==> config.mk <==
export PLATFORM = sky130hd
export DESIGN_NAME = cp0_int_request
export DESIGN_NICKNAME = d
export VERILOG_FILES = /design/src/rtl/cp0_int_request.sv
export SDC_FILE = /design/constraint.sdc
export NUM_CORES = 1
export LEC_CHECK = 0
export ABC_CLOCK_PERIOD_IN_PS = 1320
export CORE_MARGIN = 2
export CORE_UTILIZATION = 53
export DETAILED_ROUTE_END_ITERATION = 12
export DONT_BUFFER_PORTS = 1
export GPL_TIMING_DRIVEN = 0
export PLACE_DENSITY_LB_ADDON = 0.2
export SYNTH_ARGS = -nofsm -noshare
export SYNTH_HDL_FRONTEND = slang
export SYNTH_SLANG_ARGS = --single-unit
==> constraint.sdc <==
create_clock -name clk -period 1.32 [get_ports clk]
set_input_delay 0.264 -clock clk [delete_from_list [all_inputs] [get_ports clk]]
set_output_delay 0.264 -clock clk [all_outputs]
set_load 0.02 [all_outputs]
==> src/rtl/cp0_int_request.sv <==
// cp0_int_request
// Read-side interrupt request logic for CP0. Samples the external interrupt
// lines and the CP0 Status/Cause fields, decides when an interrupt must be
// raised, offers it to the decode stage for tagging onto one instruction and
// tracks that instruction until write-back commits (or squashes) it.
// Also produces the hardware Cause.IP[7:2] bits for the CP0 update path.
//
// Build option: define CP0_INT_SYNC_EN to put ext_int through a two-flop
// synchronizer (asynchronous lines, +1 cycle latency). Without it a single
// register stage is used and ext_int must already be synchronous to clk.
module cp0_int_request #(
    parameter int TIMEOUT = 15,
    parameter int CNT_W   = 8
) (
    input  logic       clk,
    input  logic       resetn,
    input  logic [5:0] ext_int,
    input  logic       status_ie,
    input  logic       status_exl,
    input  logic       status_erl,
    input  logic [7:0] status_im,
    input  logic [1:0] cause_ip_sw,
    input  logic       cause_ti,
    output logic       int_valid,
    input  logic       tag_ready,
    input  logic       wb_exc_taken,
    input  logic       wb_flush,
    output logic [5:0] ip_hw,
    output logic       int_pending
);

    localparam logic [1:0] IDLE = 2'd0;
    localparam logic [1:0] PEND = 2'd1;
    localparam logic [1:0] WAIT = 2'd2;

    localparam logic [CNT_W-1:0] CNT_LAST = CNT_W'(TIMEOUT - 1);

    logic [1:0]       state;
    logic [1:0]       state_next;
    logic [5:0]       ext_s;
    logic [CNT_W-1:0] wait_cnt;
    logic             pending;
    logic             ack;

`ifdef CP0_INT_SYNC_EN
    logic [5:0] ext_meta;

    // Two-flop synchronizer: ext_meta may go metastable, ext_s is clean.
    always_ff @(posedge clk or negedge resetn) begin
        if (!resetn) begin
            ext_meta <= '0;
            ext_s    <= '0;
        end else begin
            ext_meta <= ext_int;
            ext_s    <= ext_meta;
        end
    end
`else
    // Single sampling stage; lines are already synchronous to clk.
    always_ff @(posedge clk or negedge resetn) begin
        if (!resetn) ext_s <= '0;
        else         ext_s <= ext_int;
    end
`endif

    // Hardware Cause.IP[7:2]; the timer interrupt shares IP7 with ext_int[5].
    always_ff @(posedge clk or negedge resetn) begin
        if (!resetn) ip_hw <= '0;
        else         ip_hw <= {ext_s[5] | cause_ti, ext_s[4:0]};
    end

    // Request is live only when globally enabled, not in exception/error
    // level, and at least one unmasked IP bit is set.
    always_comb begin
        pending = status_ie & ~status_exl & ~status_erl
                & (|(status_im & {ip_hw, cause_ip_sw}));
    end

    assign int_pending = pending;

    // A tag only counts while the request is actually offered.
    assign ack = tag_ready & int_valid;

    // Next-state: ack beats withdrawal in PEND; exception beats flush beats
    // timeout in WAIT (all three lead to IDLE, EXL then masks re-requests).
    always_comb begin
        state_next = state;
        case (state)
            IDLE: begin
                if (pending) state_next = PEND;
            end
            PEND: begin
                if (ack)           state_next = WAIT;
                else if (!pending) state_next = IDLE;
            end
            WAIT: begin
                if (wb_exc_taken)            state_next = IDLE;
                else if (wb_flush)           state_next = IDLE;
                else if (wait_cnt == CNT_LAST) state_next = IDLE;
            end
            default: state_next = IDLE;
        endcase
    end

    // State register.
    always_ff @(posedge clk or negedge resetn) begin
        if (!resetn) state <= IDLE;
        else         state <= state_next;
    end

    // int_valid rises one cycle after entering PEND and drops on the same
    // edge that leaves PEND, so it is never high in IDLE or WAIT.
    always_ff @(posedge clk or negedge resetn) begin
        if (!resetn) int_valid <= 1'b0;
        else         int_valid <= (state == PEND) && (state_next == PEND);
    end

    // Wait counter: cleared on the tag handshake, saturating count in WAIT.
    always_ff @(posedge clk or negedge resetn) begin
        if (!resetn) begin
            wait_cnt <= '0;
        end else if (state == PEND && ack) begin
            wait_cnt <= '0;
        end else if (state == WAIT && wait_cnt != {CNT_W{1'b1}}) begin
            wait_cnt <= wait_cnt + 1'b1;
        end
    end

endmodule

## Word level (Yosys, flattened, before mapping)

Cells that the tools add are included.
W data, S select, Z words.

- Add/subtract/negate cells: 1
- Eq/ne operators: 5
- Multiplexer cells: 9
- Bitwise gates (word level): 8
- Reduce and logical (&&, ||, !) cells: 6

Operators with widths:

| operator | count |
|---|---|
| $mux W8 | 2 |
| $mux W2 | 6 |
| $add A8 B1 Y8 const B | 1 |
| $and A8 B8 Y8 | 1 |
| $eq A8 B4 Y1 const B | 1 |
| $ne A8 B8 Y1 const B | 1 |
| $reduce_or A8 Y1 | 1 |
| $pmux W2 S3 | 1 |
| $and A1 B1 Y1 | 4 |
| $eq A2 B1 Y1 const B | 2 |
| $logic_and A1 B1 Y1 | 3 |
| $eq A2 B2 Y1 const B | 1 |
| $logic_not A2 Y1 | 1 |
| $not A1 Y1 | 2 |
| $reduce_bool A2 Y1 | 1 |
| $or A1 B1 Y1 | 1 |

- Register bits after elaboration: 23
- Input port bits: 25
- Output and inout port bits: 8
- Word-level logic and storage cells: 34

## Depth between registers and ports, before layout

Gate-level depths: netlist (run 1).

- Depth in word-level cells: 9
- Gate-level depth with buffers: 5
- Mapped depth without buffers: 5

## Worst setup path after synthesis (run 1)

OpenSTA, ideal clock, no wires.

- Kind: register -> output
- Start: register ip_hw[2]
- End: output port int_pending
- Arrival: 1191 ps
- Data required time: 1056 ps
- Setup slack: -135 ps
- Stages on the path, launching flop included: 4
- Path buffers: 0
- Cells stage by stage: dfrtp_1 -> a22o_1 -> a221oi_1 -> a21oi_1

- Longest elaborated chain between the ends: 3

RTL lines:

| item | line | source |
|---|---|---|
| from (decl) | 28 | `output logic [5:0] ip_hw,` |
| from (signal assigned) | 69 | `else ip_hw <= {ext_s[5] \| cause_ti, ext_s[4:0]};` |
| $and A8 B8 Y8 | 76 | `& (\|(status_im & {ip_hw, cause_ip_sw}));` |
| $reduce_or A8 Y1 | 76 |  |
| $and A1 B1 Y1 | 76 |  |
| to (decl) | 29 | `output logic int_pending` |

No other way between the ends.

## Final worst setup path (run 1)

Same ends and word-level chain as after synthesis.

==> impl_metrics.py, run 1 <==
metrics = {
    "outcome": {
        "status": "finished, violations left",
        "violations": "negative setup slack",
    },
    "setup_path": {
        "r2r-start": "ip_hw[2]$_DFF_PN0_",
        "rr_worst_depth": 5,
        "cp.required_ns": 1.06,
        "crit_arrival_ns": 1.43,
        "cp-end-kind": "output port",
        "max_stage_delay_ns": 0.48,
        "crit_family": "compound AO/OA/AOI/OAI gates",
        "rr_endpoint": "int_valid$_DFF_PN0_",
        "r2r_slack_ns": -0.12,
        "cp_max_fo": 2,
        "crit_chain": "a22o_1 > a221oi_4 > a21oi_4",
        "cp.buffers_inverters": 0,
        "worst_setup_path_start_kind": "flop",
        "cp_slowest_cell": "dfrtp_2",
        "criticalPathCategory": "reg -> out",
    },
    "timing": {
        "hold_violations": 0,
        "clock_skew_ns": 0.002642,
        "setup_violations": 5,
        "slew_violations": 0,
        "timing.final.crit_share_pct": 128.7,
        "fmax_mhz": 588.9,
        "worst_pin_slew_ns": 1.005,
        "maxSlewHeadroom_pct": 32.97,
        "final.setup.worst_slack_ns": -0.3782,
        "grt_setup_unrepaired": "true",
        "hold_ws_ns": 0.05570,
        "layout_min_cycle_time_ns": 1.698,
    },
    "global_routing": {
        "grt_pass1_vias": 687,
        "grt_max_degree": 24,
        "met2_usage_pct": 34.05,
        "busiest_layer": "met2",
        "antenna_found_initial": 0,
        "grt_overflow": 0,
        "grt_use_met1_pct": 25.25,
        "grt_pass1_wl_mm": 3.084,
        "track_usage_pct": 20.57,
        "grtUsageMet3_pct": 6.923,
    },
    "synth": {
        "synth-edff-count": 0,
        "synth-main-ff-cell": "dfrtp_1",
        "syn_nets": 114,
        "synth_cell_types": 27,
        "ys_async_sr_fraction_pct": 100.0,
        "synthCells": 87,
        "syn-cell-area_sq_um": 993.5,
        "ys_warn_count": 0,
        "ys_ff_latch": 23,
        "synth.avg_cell_area_sq_um": 11.42,
        "synth_seq_area_share_pct": 57.93,
    },
    "drt": {
        "vias": 823,
        "avgRoutedWirePerCell_microns": 16.68,
        "wl_mm": 2.168,
        "vias_per_cell": 6.331,
        "dr.pass1.iters": 4,
        "drtAntennaViolNets": 0,
        "drt-initial-drc-count": 36,
        "drc": 0,
    },
    "pwr": {
        "power.leakage_nw": 0.5494,
        "p_int_w": 0.0009790,
        "power_w": 0.001365,
        "switching_share_pct": 28.29,
        "clkPwrFrac_pct": 24.3,
        "powerDensity_nw_per_um2": 1039,
        "vdd_drop_max_mv": 0.9589,
        "p_switching_w": 0.0003862,
        "p_comb_share_pct": 17.3,
        "power_frac_seq_pct": 58.4,
    },
    "floorplan": {
        "die_w_microns": 47.30,
        "initial_utilization_pct": 56.92,
        "io_pins": 33,
        "placement_rows": 15,
        "dieArea_sq_um": 2237,
        "fp.dieH_microns": 47.30,
        "core_region_area_sq_um": 1745,
    },
    "job": {
        "maxCapViolations": 0,
    },
    "clock_network": {
        "numClockSinks": 23,
        "cts_tree": "done",
        "clock_latency_ns": 0.32,
        "cts_max_level": 1,
        "ctsRootBufferMaster": "clkbuf_4",
        "cts_buffers": 3,
        "clk_pin_slew_ns": 0.13,
        "clock_path_buffers": 2,
    },
    "min_path": {
        "holdPathStages": 1,
        "hold_class": "in -> reg",
        "min_from": "cause_ti",
        "hold_end": "ip_hw[5]$_DFF_PN0_",
    },
    "place": {
        "dp_hpwl_mm": 1.295,
        "placed_area_sq_um": 1056,
        "place_congestion": 0.7588,
        "port_buffers": 0,
    },
    "final_layout": {
        "area.growth.synth_to_final_pct": 32.24,
        "fillCellCount": 122,
        "multi_input_area_sq_um": 508.0,
        "utilization_pct": 75.27,
        "design_area_sq_um": 1314,
        "layout-drive-gt1-share_pct": 31.43,
        "fin_nets": 133,
        "ff_latch_area_sq_um": 580.6,
        "final_cell_mix": "dfrtp_1 (19), nand2_1 (8), dlygate4sd3_1 (6), a211oi_1 (5), buf_4 (5)",
        "antenna_cells": 0,
        "mostFrequentLayoutCell": "dfrtp_1",
    },
}
-- layer usage --
layer | up-vias | routed length [microns]
li1 | 364 | -
met5 | - | 0
met1 | 401 | 862
met2 | 48 | 1069
met4 | 0 | 51
met3 | 10 | 185
-- cell usage after synthesis, types with 2 or more instances --
cell type / instances / share of area [%]
a211oi_1: 5 / 3.8
a21oi_1: 4 / 2.0
a221oi_1: 2 / 1.8
a22o_1: 2 / 1.8
a41oi_1: 3 / 2.6
and3_1: 2 / 1.3
and4_1: 2 / 1.8
buf_2: 3 / 1.5
dfrtp_1: 23 / 58
ha_1: 2 / 2.5
inv_1: 2 / 0.76
mux2i_1: 3 / 3.0
nand2_1: 8 / 3.0
nand3_1: 4 / 2.0
nand4b_1: 4 / 3.5
nor2_1: 2 / 0.76
nor3_1: 5 / 2.5
o21ai_0: 2 / 1.0
-- worst max-delay path by stage --
| stage | startpoint | to | slack (ns) | cells after the start |
|---|---|---|---|---|
| 2_1_floorplan | ip_hw[2]$_DFF_PN0_ | int_pending | -0.003 | 3 |
| 3_3_place_gp | ip_hw[2]$_DFF_PN0_ | int_pending | -0.09 | 3 |
| 3_5_place_dp | wait_cnt[0]$_DFFE_PN0P_ | wait_cnt[1]$_DFFE_PN0P_ | -0.09 | 5 |
| 4_1_cts | ip_hw[2]$_DFF_PN0_ | int_pending | -0.40 | 3 |
| 5_1_grt | ip_hw[2]$_DFF_PN0_ | int_pending | -0.45 | 3 |
| 6_report | ip_hw[2]$_DFF_PN0_ | int_pending | -0.38 | 3 |
-- through the flow --
step	instances	TNS, ns	setup WS [ns]
floorplan	87	-0.003128	-0.003128
global placement	112	-0.2380	-0.08625
detailed placement	112	-0.3348	-0.09213
CTS	125	-0.4213	-0.3989
global route	130	-0.9391	-0.4515
finish	130	-0.6425	-0.3782
-- sequential cells by signal, summed over array words and instances, names as in the netlist --
register	cells
int_valid	1
state	2
ext_s	6
wait_cnt	8
ip_hw	6
-- area by class of cell --
cell class | count | area share [%]
plain buffers | 2 | 0.7619
multi-input cells | 59 | 38.67
inverters | 2 | 0.7619
clock inverters | 1 | 0.5714
flip-flops and latches | 23 | 44.19
well taps | 25 | 2.381
repair buffers | 15 | 10.95
clock buffers | 3 | 1.714
-- worst reg2reg max path, delay by kind of cell, from the launching register on --
kind,cells,cell delay [ns]
AO/OA/AOI/OAI,3,0.59
buffers and inverters,2,0.27
flip-flops,1,0.48
-- power by group through the flow --
stage / clock network, W / logic, W / registers [W]
after floorplan: 0 / 0.000107 / 0.000798
after global placement: 0 / 0.000121 / 0.000807
after detailed placement: 0 / 0.000125 / 0.000809
after CTS: 0.000342 / 0.000175 / 0.000792
after global routing: 0.000371 / 0.000253 / 0.000802
final: 0.000332 / 0.000236 / 0.000797
-- kinds of logic (layout without fill, tap and decap cells) --
logic type | Yosys count | in the layout | synth area share, %
buffers and inverters | 5 | 23 | 2.267
DFF | 23 | 23 | 57.93
AOI/OAI and AO/OA | 19 | 19 | 13.48
muxes | 3 | 3 | 3.023
and+or+nand+nor | 35 | 35 | 20.78
adders and majority gates | 2 | 2 | 2.518
-- what timing repair did --
| item | in CTS | in global routing |
|---|---|---|
| resized for setup | 8 | 16 |
| setup endpoints to repair | 6 | 31 |
| gates cloned | 0 | 0 |
| pin swaps | 2 | 8 |
| hold endpoints to repair | 29 | 0 |
| setup buffers | 3 | 5 |
| hold buffers | 7 | 0 |
Power figures use the tool's default switching activity.
==> run 2: changes to the inputs <==
--- a/config.mk
+++ b/config.mk
@@ -12,6 +12,7 @@
 export DONT_BUFFER_PORTS = 1
 export GPL_TIMING_DRIVEN = 0
 export PLACE_DENSITY_LB_ADDON = 0.2
+export SKIP_CTS_REPAIR_TIMING = 1
 export SYNTH_ARGS = -nofsm -noshare
 export SYNTH_HDL_FRONTEND = slang
 export SYNTH_SLANG_ARGS = --single-unit
==> run 2 against run 1 <==
Net effect:
- clock power barely moved
- global-route usage is 2.1 points lower
- largest cell class unchanged
- the run still ends with negative setup slack left
- final area increased by 1.7%
- maximum frequency is 1.2% lower
- largest power group unchanged
==> impl_metrics.py, run 2 (synthesis results as in run 1) <==
metrics = {
    "outcome": {
        "status": "finished, violations left",
        "violations": "negative setup slack",
    },
    "place": {
        "place_congestion": 0.7588,
        "dpl.cell_count": 112,
        "dp_hpwl_mm": 1.295,
        "port_buffers": 0,
    },
    "timing": {
        "fmax_mhz": 582.0,
        "worst_pin_slew_ns": 0.3196,
        "grt_setup_unrepaired": "true",
        "hold_violations": 0,
        "clock_skew_ns": 0.005376,
        "final.setup.worst_slack_ns": -0.3982,
        "hold_ws_ns": 0.05617,
        "layout_min_cycle_time_ns": 1.718,
        "timing.final.crit_share_pct": 130.2,
        "maxSlewHeadroom_pct": 78.69,
        "setup_violations": 3,
        "fin_tns_setup_ns": -0.4586,
        "slew_violations": 0,
    },
    "final_layout": {
        "antenna_cells": 0,
        "largestRegisters": "wait_cnt (8), ext_s (6), ip_hw (6)",
        "fin_nets": 135,
        "utilization_pct": 76.56,
        "area.growth.synth_to_final_pct": 34.51,
        "top_register": "wait_cnt",
        "layout-drive-gt1-share_pct": 34.58,
        "mostFrequentLayoutCell": "dfrtp_1",
        "largest_reg_flops": 8,
        "final_cell_mix": "dfrtp_1 (19), nand2_1 (8), buf_4 (8), dlygate4sd3_1 (7)",
        "fillCellCount": 120,
        "fin_cells": 132,
    },
    "pwr": {
        "p_switching_w": 0.0003869,
        "clkPwrFrac_pct": 24.0,
        "power.leakage_nw": 0.5604,
        "p_comb_share_pct": 17.6,
        "p_int_w": 0.0009863,
        "power_frac_seq_pct": 58.3,
        "powerDensity_nw_per_um2": 1028,
        "vdd_drop_max_mv": 0.9672,
        "switching_share_pct": 28.17,
    },
    "drt": {
        "drtAntennaViolNets": 0,
        "drt-initial-drc-count": 20,
        "vias": 816,
        "drc": 0,
        "wl_mm": 2.137,
        "vias_per_cell": 6.182,
        "avgRoutedWirePerCell_microns": 16.19,
        "dr.pass1.iters": 4,
    },
    "floorplan": {
        "initial_utilization_pct": 56.92,
        "io_pins": 33,
        "core_region_area_sq_um": 1745,
        "dieArea_sq_um": 2237,
        "die_w_microns": 47.30,
        "fp.dieH_microns": 47.30,
        "placement_rows": 15,
    },
    "setup_path": {
        "worst_setup_path_start_kind": "flop",
        "crit_arrival_ns": 1.45,
        "cp.required_ns": 1.06,
        "criticalPathCategory": "reg -> out",
        "cp-end-kind": "output port",
        "cp_max_fo": 3,
    },
    "clock_network": {
        "clock_latency_ns": 0.32,
        "numClockSinks": 23,
        "ctsRootBufferMaster": "clkbuf_4",
        "clock_path_buffers": 2,
        "cts_tree": "done",
        "clk_pin_slew_ns": 0.13,
        "cts_max_level": 1,
        "cts_buffers": 3,
    },
    "global_routing": {
        "grt_overflow": 0,
        "antenna_found_initial": 0,
        "grt_max_degree": 24,
        "grt_pass1_wl_mm": 2.766,
        "track_usage_pct": 18.52,
        "grt_pass1_vias": 641,
    },
    "min_path": {
        "hold_class": "in -> reg",
    },
    "job": {
        "maxCapViolations": 0,
    },
}
[run 2: power groups by stage]
stage	combinational (W)	clock [W]	sequential, W
after floorplan	0.000107	0	0.000798
after global placement	0.000121	0	0.000807
after detailed placement	0.000125	0	0.000809
after CTS	0.000126	0.000342	0.000795
after global routing	0.000260	0.000372	0.000806
final	0.000242	0.000330	0.000801
[run 2: worst paths after layout]
| path | depth (start not counted) | slack (ns) | endpoint | from |
|---|---|---|---|---|
| min in group asynchronous | 2 | 0.36 | wait_cnt[7]$_DFFE_PN0P_ | resetn |
| setup / recovery | 3 | -0.40 | int_pending | ip_hw[2]$_DFF_PN0_ |
| hold / removal | 1 | 0.06 | ip_hw[5]$_DFF_PN0_ | cause_ti |
| hold reg to reg | 0 | 0.36 | ip_hw[1]$_DFF_PN0_ | ext_s[1]$_DFF_PN0_ |
| max in group asynchronous | 2 | 0.81 | state[0]$_DFF_PN0_ | resetn |
| setup reg to reg | 3 | -0.03 | wait_cnt[5]$_DFFE_PN0P_ | state[0]$_DFF_PN0_ |
[run 2: area by class of cell]
cell class	instances	area, sq um	share of cell area [%]
Clock inverter	1	7.507	0.5618
Tap cell	25	31.28	2.341
Buffer	3	21.27	1.592
Sequential cell	23	580.6	43.45
Timing Repair Buffer	16	150.1	11.24
Multi-Input combinational cell	59	515.5	38.58
Clock buffer	3	22.52	1.685
Inverter	2	7.507	0.5618
[run 2: per-stage QoR]
step                      instance area, sq um  total power (W)  setup slack (ns)
after global placement                    1056        0.0009274          -0.08625
final                                     1336         0.001373           -0.3982
after detailed placement                  1056        0.0009342          -0.09213
after global routing                      1336         0.001437           -0.4691
after floorplan                           1025        0.0009054         -0.003128
after CTS                                 1086         0.001263           -0.4563
[run 2: critical path, stage by stage, from the launching register on]
cell and delay, ns:
dfrtp_2 0.48, a22o_1 0.25, a221oi_4 0.28, a21oi_4 0.13
[run 2: per-layer routing]
metal / up-vias / track usage [%] / part of all wire (%)
met4: 0 / 6.667 / 2.1
met3: 6 / 6.923 / 6.6
met1: 398 / 22.58 / 39
li1: 371 / - / -
met5: - / 0 / 0
met2: 41 / 30.00 / 52
